===== src/rtl/decoder_pkg.sv =====
// Shared definitions for the one-hot decoder sequencer: FSM states, load modes
// and the legal parameter ranges.
package decoder_pkg;

    localparam int SEL_W_MIN     = 1;
    localparam int SEL_W_MAX     = 6;
    localparam int PULSE_CYC_MIN = 1;
    localparam int PULSE_CYC_MAX = 255;

    typedef enum logic [1:0] {
        ST_IDLE  = 2'd0,
        ST_LEVEL = 2'd1,
        ST_PULSE = 2'd2,
        ST_SCAN  = 2'd3
    } state_t;

    typedef enum logic [1:0] {
        MODE_LEVEL = 2'd0,
        MODE_PULSE = 2'd1,
        MODE_SCAN  = 2'd2,
        MODE_RSVD  = 2'd3
    } mode_t;

    // Bits needed to hold a count in the range 0..n
    function automatic int cnt_width(input int n);
        return (n < 1) ? 1 : $clog2(n + 1);
    endfunction

endpackage


===== src/rtl/onehot_dec.sv =====
// Combinational binary-to-one-hot decoder with an enable; all-zero when disabled.
module onehot_dec #(
    parameter  int SEL_W = 3,
    localparam int OUT_W = 2**SEL_W
) (
    input  logic [SEL_W-1:0] a,
    input  logic             en,
    output logic [OUT_W-1:0] y
);

    generate
        for (genvar gi = 0; gi < OUT_W; gi++) begin : g_bit
            assign y[gi] = en && (a == SEL_W'(gi));
        end
    endgenerate

endmodule


===== src/rtl/decoder_seq.sv =====
// One-hot decoder sequencer: holds a level, emits a timed strobe, or rotates a
// single bit through every output position, with busy/done handshaking.
module decoder_seq
    import decoder_pkg::*;
#(
    parameter  int SEL_W     = 3,
    parameter  int PULSE_CYC = 1,
    localparam int OUT_W     = 2**SEL_W
) (
    input  logic             clk,
    input  logic             rst,
    input  logic             en,
    input  logic [1:0]       mode,
    input  logic [SEL_W-1:0] a,
    input  logic             load,
    output logic [OUT_W-1:0] y,
    output logic             busy,
    output logic             done
);

    localparam int PCNT_W = cnt_width(PULSE_CYC);
    localparam logic [PCNT_W-1:0] PULSE_LAST = PCNT_W'(PULSE_CYC - 1);
    localparam logic [SEL_W-1:0]  SCAN_LAST  = SEL_W'(OUT_W - 1);

    state_t             state_reg, state_next;
    logic [OUT_W-1:0]   y_reg, y_next;
    logic [PCNT_W-1:0]  pcnt_reg, pcnt_next;
    logic [SEL_W-1:0]   scnt_reg, scnt_next;
    logic               done_reg, done_next;
    logic [OUT_W-1:0]   dec_y;
    logic               accept;

    onehot_dec #(.SEL_W(SEL_W)) u_dec (
        .a  (a),
        .en (1'b1),
        .y  (dec_y)
    );

    // busy comes straight from the state register, so it is low in the done cycle
    assign busy   = (state_reg == ST_PULSE) || (state_reg == ST_SCAN);
    assign accept = load && en && !busy;

    assign y    = y_reg;
    assign done = done_reg;

    always_ff @(posedge clk or posedge rst) begin
        if (rst) begin
            state_reg <= ST_IDLE;
            y_reg     <= '0;
            pcnt_reg  <= '0;
            scnt_reg  <= '0;
            done_reg  <= 1'b0;
        end else begin
            state_reg <= state_next;
            y_reg     <= y_next;
            pcnt_reg  <= pcnt_next;
            scnt_reg  <= scnt_next;
            done_reg  <= done_next;
        end
    end

    always_comb begin
        state_next = state_reg;
        y_next     = y_reg;
        pcnt_next  = pcnt_reg;
        scnt_next  = scnt_reg;
        done_next  = 1'b0;

        if (!en) begin
            state_next = ST_IDLE;
            y_next     = '0;
            pcnt_next  = '0;
            scnt_next  = '0;
        end else if (accept) begin
            y_next = dec_y;
            case (mode_t'(mode))
                MODE_PULSE: begin
                    state_next = ST_PULSE;
                    pcnt_next  = PULSE_LAST;
                end
                MODE_SCAN: begin
                    state_next = ST_SCAN;
                    scnt_next  = SCAN_LAST;
                end
                default: state_next = ST_LEVEL;
            endcase
        end else begin
            // Counters hold the number of further cycles still to present
            case (state_reg)
                ST_PULSE: begin
                    if (pcnt_reg == '0) begin
                        state_next = ST_IDLE;
                        y_next     = '0;
                        done_next  = 1'b1;
                    end else begin
                        pcnt_next = pcnt_reg - PCNT_W'(1);
                    end
                end
                ST_SCAN: begin
                    if (scnt_reg == '0) begin
                        state_next = ST_IDLE;
                        y_next     = '0;
                        done_next  = 1'b1;
                    end else begin
                        y_next    = {y_reg[OUT_W-2:0], y_reg[OUT_W-1]};
                        scnt_next = scnt_reg - SEL_W'(1);
                    end
                end
                default: ;
            endcase
        end
    end

endmodule


===== config.mk =====
export PLATFORM = sky130hd
export DESIGN_NAME = decoder_seq
export DESIGN_NICKNAME = d
export VERILOG_FILES = /design/src/rtl/decoder_pkg.sv /design/src/rtl/onehot_dec.sv /design/src/rtl/decoder_seq.sv
export SDC_FILE = /design/constraint.sdc
export NUM_CORES = 1
export LEC_CHECK = 0
export BUFFER_PORTS_ARGS = -buffer_cell sky130_fd_sc_hd__buf_2
export CORE_MARGIN = 2
export CORE_UTILIZATION = 45
export CTS_CLUSTER_DIAMETER = 50
export DETAILED_ROUTE_END_ITERATION = 7
export HOLD_SLACK_MARGIN = 0.05
export PLACE_DENSITY = 0.72
export SLEW_MARGIN = 20
export SYNTH_ARGS = -nofsm -noshare
export SYNTH_HDL_FRONTEND = slang
export SYNTH_SLANG_ARGS = --single-unit
export TNS_END_PERCENT = 50

===== constraint.sdc =====
create_clock -name clk -period 1.3 [get_ports clk]
set_input_delay 0.13 -clock clk [delete_from_list [all_inputs] [get_ports clk]]
set_output_delay 0.13 -clock clk [all_outputs]
set_load 0.005 [all_outputs]

# Yosys cells after proc, flatten, opt, wreduce, memory -nomap -nowiden
# Index checks and enable logic that the tools add are counted.
# word_totals
register_bits,15
input_bits,9
out_inout_bits,10
wordCells,62
# classes
addsub,2
n_eq_ne,19
n_mux,26
reduce_logical,10
# op_table
operator,n
8-bit 2-to-1 mux,4
8-bit case mux with 2 select lines,1
3-bit 2-to-1 mux,5
3-bit == test (second input constant),4
1-bit 2-to-1 mux,9
2-bit 2-to-1 mux,4
2-bit case mux with 2 select lines,2
2-bit == test (second input constant),3
3-bit by 2-bit == test with 1-bit output (second input constant),2
3-bit zero test,2
3-bit by 1-bit inequality test with 1-bit output (second input constant),2
3-bit by 2-bit inequality test with 1-bit output (second input constant),2
3-bit AND reduction,2
4-bit by 1-bit inequality test with 1-bit output (second input constant),1
4-bit by 3-bit inequality test with 1-bit output (second input constant),1
4-bit inequality test (second input constant),1
2-bit AND reduction,2
3-bit by 1-bit == test with 1-bit output (second input constant),1
3-bit inequality test (second input constant),1
3-bit by 1-bit subtractor with 3-bit output (second input constant),1
2-bit by 1-bit == test with 1-bit output (second input constant),1
1-bit logical AND,2
1-bit case mux with 2 select lines,1
1-bit zero test,1
2 further kinds,2

# Depth between registers and ports, before layout
# Gate-level depths: netlist of the first run.
# depth
depth_word,6
ltp_mapped,7
ltp_nobuf,6

# By module
# A second synthesis of the first run with hierarchy kept.
# unflattened
hier_cells,89
area_unflattened_um2,879.6
# by_module_without_submodules
module,n_inst,cells_each,area_per_inst_um2,seq_area_each_um2
decoder_seq,1,81,783.3,350.3
onehot_dec,1,8,96.3,0.0

# Least setup slack after synthesis of the first run
# No wires, ideal clock.
# synth_path
kind,reg-to-reg
startpoint,register scnt_reg[0]
endpoint,"register y_reg[4], in the netlist y[4]"
arrival_ps,1346
required_ps,1174
setup_slack_ps,-172
path_stages_with_launch,7
period_less_slack_ps,1472
path_cell_list,dfrtp_1 inv_1 ha_1 ha_1 and4b_2 buf_2 a221o_1
# synth_between
elab_chain_len,5
# synth_rtl
element,line,text
from (decl),decoder_seq.sv:28,"logic [SEL_W-1:0] scnt_reg, scnt_next;"
from (signal assigned),decoder_seq.sv:57,scnt_reg <= scnt_next;
3-bit zero test,decoder_seq.sv:100,if (scnt_reg == '0) begin
8-bit 2-to-1 mux,decoder_seq.sv:100,
8-bit case mux with 2 select lines,decoder_seq.sv:89,case (state_reg)
8-bit 2-to-1 mux,decoder_seq.sv:74,end else if (accept) begin
8-bit 2-to-1 mux,decoder_seq.sv:69,if (!en) begin
to (signal assigned),decoder_seq.sv:55,y_reg <= y_next;
to (decl),decoder_seq.sv:26,"logic [OUT_W-1:0] y_reg, y_next;"
# No other way between the ends.
# A chain may end at the register's enable or synchronous reset.

# Worst setup path after layout of the first run
# layout_path
startpoint,register scnt_reg[1]
endpoint,"register y_reg[3], in the netlist y[3]"
# Same word-level chain as after synthesis.

==> flow_summary.toml, run 1 <==
[run_status]
status = "finished, violations left"
violations = "negative setup slack"

[detailed_routing]
drc = 0
drtPass1Iterations = 4
num_vias = 628
via_per_inst = 5.56
drt-wirelength-per-cell_um = 13.5
totalWireLength_um = 1520
drt_iter0_markers = 12
ant_nets = 0

[power]
fin_total_pwr_mw = 0.847
pwr_density_cell_mw_per_mm2 = 881
p_leak_nw = 0.514
ir_worst_vdd_mv = 0.743

[placed_design]
place_ws_ns = -0.100
dpl.hpwl_um = 1150
gp_routability_congestion = 0.849
dp_cells = 107
io_buffers = 18
place_area_um2 = 907

[global_route]
grt-ovfl-total = 0
grt_use_total_pct = 17.7
grt_max_degree = 15
antenna_found_initial = 0
grt_pass1_vias = 550
grt_pass1_wl_um = 2480

[cells_and_area]
fillers = 132
area_growth_pct = 26.3
layout.nets = 112
largest_register_ffs = 8
num_antenna_cells = 0
layout_common_cells = "buf_2 (18), dfrtp_1 (14), buf_4 (8), inv_1 (7), nand2_1 (5)"
final_common_cell = "buf_2"
regArea_um2 = 350
drive_gt1_share_pct = 41.2
instances_no_fill = 113
stdcell_area_um2 = 962
multi_input_area_um2 = 375

[timing]
hold_violations = 0
fin_crit_sh_pct = 109
fin_crit_ns = 1.42
worst_pin_slew_ns = 0.530
maxSlewHeadroom_pct = 64.6
setup_ws_ns = -0.116
whs_ns = 0.0842
rsz0062_at_grt = "true"
slew_viol_final = 0
setup_viol = 13
fmax_ghz = 0.706
skew_ns = 0.000937

[clock_network]
clkTransAtPathRegs_ns = 0.08
htree_levels = 1
numCtsBuffers = 3
root_buffer = "clkbuf_4"
clk-insertion-delay-late_ns = 0.27
clock-sinks = 14
cts_tree = "yes"
clockBufferDepth = 2

[logic_synthesis]
synth_area_per_cell_um2 = 10.6
synth_warnings = 0
synth_seq_cells = 14
synth_fp_nets = 85
yosysUniqueCellTypes = 30
synth_cells = 72
synthesis.area_um2 = 762
synth-seq-area-share_pct = 46.0

[setup_path]
cp.required_ns = 1.50
crit_arrival_ns = 1.61
crit_type = "reg -> reg"
start_kind = "flip-flop"
crit_fanout = 8
endpoint_kind = "flip-flop"

[floorplanning]
core_mm2 = 0.00154
boundaryPins = 19
die_y_um = 45.2
die-width_um = 45.2
num_rows = 14
start_util_pct = 49.4
dieArea_mm2 = 0.00204

[min_path]
hold_class = "in -> reg"

[job]
cap_violations = 0
-- cells by family (layout without fill, tap and decap cells) --
logic type,count (synthesis),count (layout),synth area share [%]
simple gates,17,17,15.6
compound gates,22,22,21.7
buf+inv,14,39,9.03
fa+ha+maj,4,4,6.57
flops,14,14,46.0
xor+xnor,1,1,1.15
-- worst max-delay path, cell delays in order (launching register included) --
cell and delay (ns):
dfrtp_1 0.36, inv_2 0.05, ha_4 0.16, ha_4 0.15
and4b_2 0.37, buf_4 0.14, nand2_1 0.04, o21ai_0 0.07
-- worst paths after layout --
check | from | to | cells past startpoint | slack [ns]
setup / recovery | scnt_reg[1] | y[3] | 7 | -0.12
hold / removal | a[1] | y[1] | 2 | 0.08
setup reg to reg | scnt_reg[1] | y[3] | 7 | -0.12
hold reg to reg | state_reg[0] | done | 1 | 0.49
max in group asynchronous | rst | scnt_reg[0] | 3 | 0.52
min in group asynchronous | rst | y[1] | 3 | 0.44
-- routing by layer --
| layer | vias up | part of all wire [%] | wire length [um] | global-route usage (%) |
|---|---|---|---|---|
| li1 | 316 | - | - | - |
| met1 | 291 | 47 | 715 | 22.7 |
| met2 | 19 | 46 | 703 | 26.3 |
| met3 | 2 | 5.6 | 85 | 6.40 |
| met4 | 0 | 1.2 | 19 | 8.82 |
| met5 | - | 0 | 0 | 0 |
-- cell type report --
cell class,count,area share (%)
clock buffers,3,2.34
inverters,9,3.51
multi-input cells,44,39.0
flip-flops and latches,14,36.4
well taps,16,2.08
repair buffers,27,16.6
-- cells in the mapped netlist, drive strengths merged --
master / instances / area share [%]
nand2: 5 / 2.5
and4b: 1 / 1.5
nand3: 1 / 0.66
nand3b: 1 / 0.99
o31a: 2 / 2.3
a21oi: 1 / 0.66
dfrtp: 14 / 46
and3b: 2 / 2.5
o21a: 1 / 0.99
a21o: 1 / 1.1
o41ai: 1 / 1.1
o21ai: 6 / 3.9
a221o: 3 / 3.9
and2b: 1 / 1.1
buf: 4 / 3.4
a22oi: 3 / 3.0
a211oi: 1 / 0.99
dlygate4sd1: 1 / 1.1
o311a: 2 / 2.6
ha: 4 / 6.6
o21bai: 1 / 0.99
and2: 1 / 1.1
nor4: 1 / 0.82
nor2: 1 / 0.49
nor3b: 1 / 1.6
inv: 9 / 4.4
and4: 2 / 2.3
xnor2: 1 / 1.1
-- power breakdown --
group	internal [mW]	total, mW	leakage [nW]	switching (mW)
clock	0.107	0.235	0.0138	0.127
combinational	0.0757	0.148	0.309	0.0721
sequential	0.453	0.465	0.191	0.0123
-- through the flow --
step / util [%] / TNS [ns]
floorplan: - / -0.828
global placement: 58.8 / -0.716
detailed placement: 58.8 / -0.888
CTS: 61.9 / -1.14
global route: 62.4 / -1.88
finish: 62.4 / -1.11
-- timing repair --
action | in CTS | in global routing
pin swaps | 3 | 3
gates resized for setup | 3 | 1
buffers inserted | 2 | 0
setup endpoints to repair | 12 | 13
hold buffers | 1 | 0
endpoints found under the hold margin | 14 | 0
Note: power is estimated with default switching activity, not from simulation.
==> run 2: changes to the inputs <==
- REMOVE_ABC_BUFFERS: default -> 1
==> run 2 against run 1 <==
Effect of this change:
- the run still ends with negative setup slack left
- global-route usage increased by 2.6 points
- utilization is 1.5 points higher
- cell count increased by 0.88%
- routed wire length increased by 8.9%
- hold slack got worse by 0.0074 ns
- highest routed layer unchanged
==> flow_summary.toml, run 2 (synthesis gave the netlist of run 1 again) <==
[run_status]
status = "finished, violations left"
violations = "negative setup slack"

[timing]
setup_ws_ns = -0.122
whs_ns = 0.0769
maxSlewHeadroom_pct = 65.4
skew_ns = 0.00326
fmax_ghz = 0.703
slew_viol_final = 0
fin_tns_setup_ns = -0.740
setup_viol = 9
fin_crit_ns = 1.42
rsz0062_at_grt = "true"
hold_violations = 0
worst_pin_slew_ns = 0.518
fin_crit_sh_pct = 109

[detailed_routing]
met3_wirelength_um = 65
routed-wl-met2_um = 826
totalWireLength_um = 1660
via_per_inst = 5.58
maxUsedRoutingLayer = "met4"
drt_iter0_markers = 13
drc = 0
ant_nets = 0
drt-wirelength-per-cell_um = 14.6
wl_met1_um = 733
drtPass1Iterations = 4
num_vias = 636

[setup_path]
start_kind = "flip-flop"
ff2ff_path_depth = 6
endpoint_kind = "flip-flop"
crit_arrival_ns = 1.60
cp_num_buf_inv = 1
crit_path_frequent_cell = "ha_4"
crit_cells = 6
slowest_delay_ns = 0.39
crit_fanout = 6
crit_family = "flip-flops"
crit_slowest_cell = "dfrtp_1"
crit_type = "reg -> reg"
worstPathCellList = "inv_2 > ha_4 > ha_4 > and3b_2 > xnor2_2 > a21o_2"
cp.required_ns = 1.48

[global_route]
grt_pass1_vias = 617
antenna_found_initial = 0
grt_pass1_wl_um = 2820
grt_max_degree = 15
grt-ovfl-total = 0
grt_use_total_pct = 20.3

[power]
ir_worst_vdd_mv = 0.562
share_seq_of_total_power_pct = 50.2
p_clk_share_pct = 32.9
fin_total_pwr_mw = 0.933
combinationalPowerShare_pct = 16.9
p_int_mw = 0.703
switching_share_pct = 24.6
switching_power_mw = 0.230
p_leak_nw = 0.521
pwr_density_cell_mw_per_mm2 = 947

[clock_network]
clkTransAtPathRegs_ns = 0.07
root_buffer = "clkbuf_4"
clock-sinks = 14
clockBufferDepth = 2
htree_levels = 1
numCtsBuffers = 3
cts_tree = "yes"
clk-insertion-delay-late_ns = 0.28

[cells_and_area]
layout_common_cells = "buf_2 (18), dfrtp_1 (14), inv_1 (7), buf_4 (7), nand2_1 (5)"
drive_gt1_share_pct = 42.9
largest_register_ffs = 8
layout.nets = 112
fillers = 129
final_common_cell = "buf_2"
instances_no_fill = 114
fin_util_pct = 63.9
num_antenna_cells = 0
area_growth_pct = 29.2

[floorplanning]
dieArea_mm2 = 0.00204
die-width_um = 45.2
num_rows = 14
start_util_pct = 49.4
boundaryPins = 19
die_y_um = 45.2
core_mm2 = 0.00154

[placed_design]
dp_cells = 104
dpl.hpwl_um = 1130
io_buffers = 18
gp_routability_congestion = 0.720

[min_path]
hold_class = "in -> reg"
hold-path-cell-count = 2

[job]
cap_violations = 0
==> run 2: cell types whose count changed in the layout (fill, tap and decap cells not counted) <==
cell,change
clkbuf_8,+1
a22oi_1,-1
buf_4,-1
o21ai_1,+1
and4b_2,+1
a22oi_2,+1
o21ai_0,-1
==> run 2: per-layer routing <==
| layer | up-vias | track usage [%] |
|---|---|---|
| met4 | 0 | 8.82 |
| met2 | 11 | 34.0 |
| li1 | 317 | - |
| met1 | 304 | 24.1 |
| met3 | 4 | 6.00 |
| met5 | - | 0 |
==> run 2: final cells by class <==
type,count,area [um^2],area share [%]
Sequential cell,14,350,35.6
Multi-Input combinational cell,45,392,39.8
Clock buffer,4,36.3,3.68
Tap cell,16,20.0,2.03
Inverter,9,33.8,3.43
Timing Repair Buffer,26,153,15.5
==> run 2: repair_timing <==
item | in CTS | in global routing
pin swaps | 4 | 2
setup buffers | 3 | 1
endpoints found under the setup margin | 13 | 13
gates resized for setup | 7 | 6
hold buffers | 1 | 0
gates cloned | 1 | 0
endpoints found under the hold margin | 14 | 0
==> run 2: worst paths after layout <==
path                                      to         from  slack [ns]
min in group asynchronous       state_reg[0]          rst        0.41
worst max register to register   scnt_reg[0]  scnt_reg[1]       -0.12
worst max-delay path             scnt_reg[0]  scnt_reg[1]       -0.12
worst min register to register          y[2]         y[1]        0.51
max in group asynchronous               y[2]          rst        0.54
worst min-delay path                    y[1]         a[1]        0.08
==> run 2: worst register-to-register path, delay by kind of cell, from the launching register on <==
family	cells	cell delay [ns]
AND/OR/NAND/NOR	1	0.26
flip-flops	1	0.39
XOR/XNOR	1	0.14
AO/OA/AOI/OAI	1	0.18
buffers and inverters	1	0.07
adder cells (fa/ha/maj)	2	0.27
==> run 2: power groups by stage <==
stage          combinational (mW)  clock [mW]  sequential, mW
6_report                    0.158       0.306           0.469
5_1_grt                     0.175       0.337           0.471
4_1_cts                     0.149       0.319           0.467
3_5_place_dp                0.122           0           0.475
3_3_place_gp                0.118           0           0.474
2_1_floorplan              0.0630           0           0.474
==> run 2: stage by stage <==
| step | instance area (um^2) | setup WS, ns |
|---|---|---|
| final | 985 | -0.122 |
| after global routing | 985 | -0.169 |
| after CTS | 963 | -0.114 |
| after detailed placement | 860 | -0.178 |
| after global placement | 860 | -0.114 |
| after floorplan | 727 | -0.0867 |
